### src/rtl/inter_e2.sv
`default_nettype none
// ============================================================================
// Module   : inter_e2
// Purpose  : Row/column block interleaver for the turbo encode path.
//            A frame of ROWS*COLS four-lane groups is written in row-major
//            order. It is then read back in column-major order as four
//            packed {d, magnitude} soft words.
// Options  : INTER_E2_PINGPONG_EN - two memory banks. The writer fills
//            one bank while the other bank drains.
// Revision : 1.0 - initial release
// ============================================================================
module inter_e2 #(
  parameter int ROWS = 4,
  parameter int COLS = 4,
  parameter int W    = 30
) (
  input  logic         clk,
  input  logic         rst,
  input  logic         in_valid,
  output logic         in_ready,
  input  logic [3:0]   d,
  input  logic [W-1:0] how_1,
  input  logic [W-1:0] how_2,
  input  logic [W-1:0] how_3,
  input  logic [W-1:0] how_4,
  output logic [W:0]   soft_out1,
  output logic [W:0]   soft_out2,
  output logic [W:0]   soft_out3,
  output logic [W:0]   soft_out4,
  output logic         out_valid,
  output logic         frame_done
);

  localparam int N  = ROWS * COLS;
  localparam int AW = (N > 1) ? $clog2(N) : 1;
  localparam int RW = (ROWS > 1) ? $clog2(ROWS) : 1;
  localparam int CW = (COLS > 1) ? $clog2(COLS) : 1;
  localparam int EW = 4 * (W + 1);
`ifdef INTER_E2_PINGPONG_EN
  localparam int DEPTH = 2 * N;
`else
  localparam int DEPTH = N;
`endif
  localparam int MW = (DEPTH > 1) ? $clog2(DEPTH) : 1;

  typedef enum logic [1:0] {
    ST_IDLE  = 2'd0,
    ST_FILL  = 2'd1,
    ST_DRAIN = 2'd2
  } state_t;

  state_t          state_q, state_d;
  logic [AW-1:0]   wr_addr_q, wr_addr_d;
  logic [AW-1:0]   rd_cnt_q, rd_cnt_d;
  logic [RW-1:0]   row_q, row_d;
  logic [CW-1:0]   col_q, col_d;
  logic            out_valid_q, out_valid_d;
  logic            frame_done_q, frame_done_d;
  logic [EW-1:0]   soft_q, soft_d;

  logic [EW-1:0]   mem [DEPTH];
  logic            accept;
  logic            rd_en;
  logic            rd_last;
  logic            mem_we;
  logic [AW-1:0]   rd_addr;
  logic [MW-1:0]   wr_idx;
  logic [MW-1:0]   rd_idx;
  logic [EW-1:0]   wr_entry;

`ifdef INTER_E2_PINGPONG_EN
  logic [1:0]      full_q, full_d;
  logic            wb_q, wb_d;
  logic            rb_q, rb_d;

  // A bank is drained for as long as it is marked full.
  // The writer stalls only when its own bank still holds an undrained frame.
  assign in_ready = ~full_q[wb_q];
  assign rd_en    = full_q[rb_q];
  assign wr_idx   = MW'(wb_q ? N : 0) + MW'(wr_addr_q);
  assign rd_idx   = MW'(rb_q ? N : 0) + MW'(rd_addr);
`else
  assign in_ready = (state_q != ST_DRAIN);
  assign rd_en    = (state_q == ST_DRAIN);
  assign wr_idx   = MW'(wr_addr_q);
  assign rd_idx   = MW'(rd_addr);
`endif

  assign accept   = in_valid & in_ready;
  assign rd_last  = (rd_cnt_q == AW'(N - 1));
  // Column-major address is built from row/col counters, so no divider is needed.
  assign rd_addr  = AW'(row_q) * AW'(COLS) + AW'(col_q);
  assign wr_entry = {d[3], how_4, d[2], how_3, d[1], how_2, d[0], how_1};

  // Next state for the write-side FSM and the read counters.
  always_comb begin
    state_d   = state_q;
    wr_addr_d = wr_addr_q;
    rd_cnt_d  = rd_cnt_q;
    row_d     = row_q;
    col_d     = col_q;
    mem_we    = 1'b0;
`ifdef INTER_E2_PINGPONG_EN
    full_d    = full_q;
    wb_d      = wb_q;
    rb_d      = rb_q;
`endif

    if (rd_en) begin
      if (rd_last) begin
        rd_cnt_d = '0;
        row_d    = '0;
        col_d    = '0;
`ifdef INTER_E2_PINGPONG_EN
        full_d[rb_q] = 1'b0;
        rb_d         = ~rb_q;
`else
        state_d      = ST_IDLE;
`endif
      end else begin
        rd_cnt_d = rd_cnt_q + AW'(1);
        if (row_q == RW'(ROWS - 1)) begin
          row_d = '0;
          col_d = (col_q == CW'(COLS - 1)) ? '0 : col_q + CW'(1);
        end else begin
          row_d = row_q + RW'(1);
        end
      end
    end

    if (accept) begin
      mem_we = 1'b1;
      if (wr_addr_q == AW'(N - 1)) begin
        wr_addr_d = '0;
`ifdef INTER_E2_PINGPONG_EN
        // The reader never clears the writer's bank in the same cycle:
        // the writer is only active while its bank is not full.
        state_d      = ST_IDLE;
        full_d[wb_q] = 1'b1;
        wb_d         = ~wb_q;
`else
        state_d      = ST_DRAIN;
`endif
      end else begin
        wr_addr_d = wr_addr_q + AW'(1);
        state_d   = ST_FILL;
      end
    end
  end

  // Next value of the read-data and output registers.
  // soft_* keeps its last value between frames.
  always_comb begin
    out_valid_d  = rd_en;
    frame_done_d = rd_en & rd_last;
    soft_d       = soft_q;
    if (rd_en) begin
      soft_d = mem[rd_idx];
    end
  end

  // Frame storage has no reset, which keeps it mappable to block RAM.
  always_ff @(posedge clk) begin
    if (mem_we) begin
      mem[wr_idx] <= wr_entry;
    end
  end

  // State and output registers with a synchronous active-low reset.
  always_ff @(posedge clk) begin
    if (!rst) begin
      state_q      <= ST_IDLE;
      wr_addr_q    <= '0;
      rd_cnt_q     <= '0;
      row_q        <= '0;
      col_q        <= '0;
      out_valid_q  <= 1'b0;
      frame_done_q <= 1'b0;
      soft_q       <= '0;
`ifdef INTER_E2_PINGPONG_EN
      full_q       <= '0;
      wb_q         <= 1'b0;
      rb_q         <= 1'b0;
`endif
    end else begin
      state_q      <= state_d;
      wr_addr_q    <= wr_addr_d;
      rd_cnt_q     <= rd_cnt_d;
      row_q        <= row_d;
      col_q        <= col_d;
      out_valid_q  <= out_valid_d;
      frame_done_q <= frame_done_d;
      soft_q       <= soft_d;
`ifdef INTER_E2_PINGPONG_EN
      full_q       <= full_d;
      wb_q         <= wb_d;
      rb_q         <= rb_d;
`endif
    end
  end

  assign soft_out1  = soft_q[W:0];
  assign soft_out2  = soft_q[2*W+1:W+1];
  assign soft_out3  = soft_q[3*W+2:2*W+2];
  assign soft_out4  = soft_q[4*W+3:3*W+3];
  assign out_valid  = out_valid_q;
  assign frame_done = frame_done_q;

endmodule
`default_nettype wire

### config.mk
export PLATFORM = sky130hd
export DESIGN_NAME = inter_e2
export DESIGN_NICKNAME = d
export VERILOG_FILES = /design/src/rtl/inter_e2.sv
export SDC_FILE = /design/constraint.sdc
export NUM_CORES = 2
export LEC_CHECK = 0
export ABC_AREA = 0
export CAP_MARGIN = 20
export CELL_PAD_IN_SITES_DETAIL_PLACEMENT = 0
export CELL_PAD_IN_SITES_GLOBAL_PLACEMENT = 1
export CORE_MARGIN = 2
export CORE_UTILIZATION = 50
export DETAILED_ROUTE_END_ITERATION = 12
export PLACE_DENSITY_LB_ADDON = 0.1
export SYNTH_ARGS = -nofsm -noshare
export SYNTH_HDL_FRONTEND = slang
export SYNTH_SLANG_ARGS = --single-unit
### constraint.sdc
create_clock -name clk -period 10.6 [get_ports clk]
set_clock_uncertainty 0.1 [all_clocks]
set_input_delay 2.12 -clock clk [delete_from_list [all_inputs] [get_ports clk]]
set_output_delay 2.12 -clock clk [all_outputs]
set_load 0.05 [all_outputs]
==> results by stage <==
Outcome:
- The run finished with clean final reports.

Logic synthesis:
- Of the post-synthesis cell area, the dominant cell type holds 75.06%.
- The number of distinct library cells after synthesis is 40.
- The share of the Yosys chip area taken by registers is 78.60%.
- The portion of synthesized area spent on multiplexers is 15.24%.
- When the netlist entered floorplanning its net count stood at 3799.
- The complex-gate fraction of the synthesized area is 3.440%.
- The commonest cells after synthesis are edfxtp_1, mux2i_1, mux4_2, dfxtp_1, nand2_1.
- Summing the areas of all fa, ha and maj instances in the mapped netlist gives 0.1104% of the synthesized area.
- After Yosys synthesis, and, or, nand and nor cells account for 0.9916% of the synthesized area.
- The dominant cell type by area after synthesis is edfxtp_1.
- In the synthesized netlist the dominant register cell turns out to be edfxtp_1.
- The mapped netlist covers 79370 µm².
- Counting flops with a built-in enable in the synthesized netlist gives 1984.
- The instance count of the mapped netlist is 3665.
- The most instantiated library cell after synthesis is edfxtp_1.
- The post-synthesis xor/xnor area fraction is 0.04414%.
- The proportion of synthesized flip-flops having asynchronous set or reset is 0%.
- After synthesis, the largest family of logic cells by area is multiplexers.
- The synthesis-stage register bit count is 2124.
- The count of yosys warnings during synthesis is 0.
- Ranked by total cell area, the synthesized netlist is headed by edfxtp_1, mux4_2, mux2i_1, dfxtp_1, a221oi_1.
- The mean instance size in the synthesized netlist is 21.66 µm².

Critical path:
- The required time of the worst setup path is 8.38 ns.
- In this run the worst path has a maximum fanout of 13.
- STA classifies the critical path startpoint as a flop.
- The worst setup path is of the reg -> out kind.
- The critical path contains buffers and inverters numbering 2 combined.
- The endpoint arrival time on the critical path is 3.25 ns.
- The worst setup path is captured at an output pin.
- For this run, the slowest stage of the critical path takes 0.91 ns.
- The setup slack on the worst flop-to-flop path is 6.34 ns.
- The cell with the biggest individual delay on the critical path is clkdlybuf4s50_1.
- The signal on the critical path passes through nor2b_1 -> inv_2 -> clkdlybuf4s50_1.
- The gate family responsible for the most delay along the worst path is buffers and inverters.

Detailed routing:
- In this run, the number of DRC markers left after iteration 0 of detailed routing was 3370.
- The routed layout has 37.11k vias.
- The total iterations of the first detailed-routing run is 6.
- The total wire length is 181.0 mm.
- The via density per instance is 5.937.
- In the final routed layout, each cell accounts on average for 28.97 µm.
- In this run the remaining antenna-violating nets after routing total 0.
- The number of remaining DRC errors is 0.

Clocking:
- After clock tree synthesis, the repair step resized 0 gates.
- The clock root buffer master is clkbuf_16.
- The total setup buffers inserted after CTS is 0.
- The CTS tree is built.
- The tree built by TritonCTS fans out to 2124 sinks.
- The later pin in the worst-skew pair is clocked with a latency of 0.82 ns.
- The clock tree synthesis step divided the H-tree into 4 levels.
- The number of buffers added by the clock tree synthesis step is 213.
- No sink is reached through more buffers than the 3 on the longest clock path.
- The count of hold buffers inserted by post-cts repair is 0.
- Clock-pin slew was measured on the worst setup and hold paths at 0.06 ns.

Global route:
- The number of antenna violations at the first check in global routing is 19.
- After global routing the overflow that remains totals 0.
- The maximum number of pins on one net before global-route repair is 131.
- The via count of the first global-routing pass came to 38.65k.
- The first global-routing pass estimated 265.1 mm of wire.
- Global routing consumed, over all layers together, 22.53% of the routing resources.

Power:
- The clock network burns 44.1% of the power.
- Of the total power, the share spent switching nets is 19.38%.
- The worst-case IR drop observed on VDD is 162.4 µV.
- The overall power after layout is 0.01710 W.
- The switching power summed over all nets is 0.003314 W.
- Cell internal power was estimated by the tool at 0.01379 W.
- The sequential cell fraction of total power is 54.1%.
- The part of the power in combinational logic is 1.7%.
- The leakage power figure is 27.26 nW.
- For this design the ratio of total power to cell area is 187.7 nW/µm².

Timing:
- Setup violations remaining at the end of the flow were counted as 0.
- Measured against its own limit, the worst slew margin works out to 26.26%.
- The number of max-slew violations in the final report is 0.
- The fraction of the cycle the final worst path needs is 51.62%.
- Derived from the worst setup path, the maximum achievable clock frequency is 0.1828 GHz.
- For the finished layout, the period the worst path requires is 5.472 ns.
- The setup TNS is 0 ns.
- For the pin with the worst max-slew slack, the measured transition is 1.106 ns.
- The number of hold-slack violations in the final timing report is 0.
- Setup repair after global routing left no endpoint under its margin.

Final layout:
- The post-route netlist has 18.63% of its cells at a drive strength greater than 1.
- The area added between synthesis and finish is 14.75%.
- The finished layout holds 6250 standard cells, fillers aside.
- After filler insertion, the fill cell instance count of the layout stands at 11.55k.
- The area of the multi-input gates is 15830 µm².
- Across the whole layout, storage elements account for 62390 µm².
- The net total in the final layout is 4117.

Floorplan:
- For this configuration, the core starts out at a cell density of 50.23%.
- The core outline area is 158000 µm².
- The floorplan step set the die width to 402.4 µm.
- The floorplan step defined a die boundary enclosing 161900 µm².
- The number of top-level design ports is 254.
- In this run the core area contains 146 standard-cell rows.
- The die is 402.4 µm tall.

Flow run:
- The count of max-cap constraint violations is 0.

Place:
- Once detailed placement completed, the half-perimeter wirelength came to 89.38 mm.
- After detailed placement, the design holds a cell count of 5839.
- The placer's final routability congestion estimate is 0.7064.
- The total of buffers placed on input and output ports is 253.

Min path:
- The tightest min-delay check is of the reg -> reg type.
-- sequential cells by signal (all words and copies together) (netlist names) --
register and cells:
mem 1984, soft_q 124, rd_cnt_q 4, wr_addr_q 4
col_q 2, row_q 2, state_q 2, frame_done 1
out_valid 1
-- metrics by stage --
step                cell area (µm²)  utilization (%)  hold WS, ns  worst slack, ns
global placement              83920            53.11       0.3632            4.724
finish                        91080            57.64       0.3783            5.128
floorplan                     79370                -       0.3537            4.334
CTS                           91040            57.62       0.3770            5.098
global route                  91080            57.64       0.4062            4.976
detailed placement            83920            53.11       0.3687            4.674
-- cells by family after synthesis --
group / count (synthesis)
DFF: 2124
muxes: 745
adders and majority gates: 7
buffers and inverters: 215
xor gates and xnor gates: 4
AOI/OAI and AO/OA: 388
and+or+nand+nor: 182
-- power by group through the flow --
stage | clock network [W] | logic [W] | registers [W]
2_1_floorplan | 0 | 0.0000948 | 0.00944
3_3_place_gp | 0 | 0.000295 | 0.00943
5_1_grt | 0.00800 | 0.000323 | 0.00926
3_5_place_dp | 0 | 0.000303 | 0.00944
4_1_cts | 0.00768 | 0.000303 | 0.00926
6_report | 0.00754 | 0.000297 | 0.00926
-- final timing paths --
| check | from | to | depth (start not counted) |
|---|---|---|---|
| setup / recovery | state_q[1] | in_ready | 3 |
| hold / removal | soft_q[73] | soft_q[73] | 2 |
| setup reg to reg | col_q[0] | soft_q[54] | 7 |
| hold reg to reg | soft_q[73] | soft_q[73] | 2 |
-- per-layer routing --
| layer | vias to the layer above | routed length (µm) | global-route usage (%) |
|---|---|---|---|
| li1 | 15997 | - | - |
| met1 | 19801 | 80070 | 32.78 |
| met2 | 1041 | 87250 | 35.81 |
| met3 | 250 | 10350 | 3.926 |
| met4 | 20 | 3259 | 5.560 |
| met5 | - | 122 | 0 |
-- layout make-up --
| cell class | count | area share [%] |
|---|---|---|
| sequential | 2124 | 68.50 |
| clock buffer | 315 | 6.799 |
| tap | 2072 | 2.846 |
| multi-input combinational | 1326 | 17.39 |
| timing repair buffer | 314 | 3.415 |
| inverter | 4 | 0.01649 |
| clock inverter | 92 | 1.026 |
| antenna | 3 | 0.008243 |
-- worst register-to-register path, stage by stage (launching register included) --
cell,delay (ns)
dfxtp_4,0.79
buf_4,0.76
nor2b_4,0.78
buf_4,0.40
buf_4,0.74
a221oi_1,0.20
o21ai_1,0.21
o211ai_1,0.12
-- cell usage in the layout (no fill, tap or decap), drive strengths merged --
cell type and n:
a22oi 3, nor2 10, dfxtp 140, and3 7, o21ai 127, diode 3
nand3 3, a21oi 8, xor2 3, inv 10, clkdlybuf4s50 253, and2 13
nand4bb 1, o211ai 123, nor3 3, edfxtp 1984, a31oi 1, clkbuf 315
a221oi 124, or3 1, mux4 371, nor3b 1, a311oi 1, clkinv 65
nor2b 5, buf 61, nand4 3, clkinvlp 4, a21o 1, nand2 135
xnor2 1, bufinv 17, ha 7, mux2i 374
(Power assumes the default switching activity.)
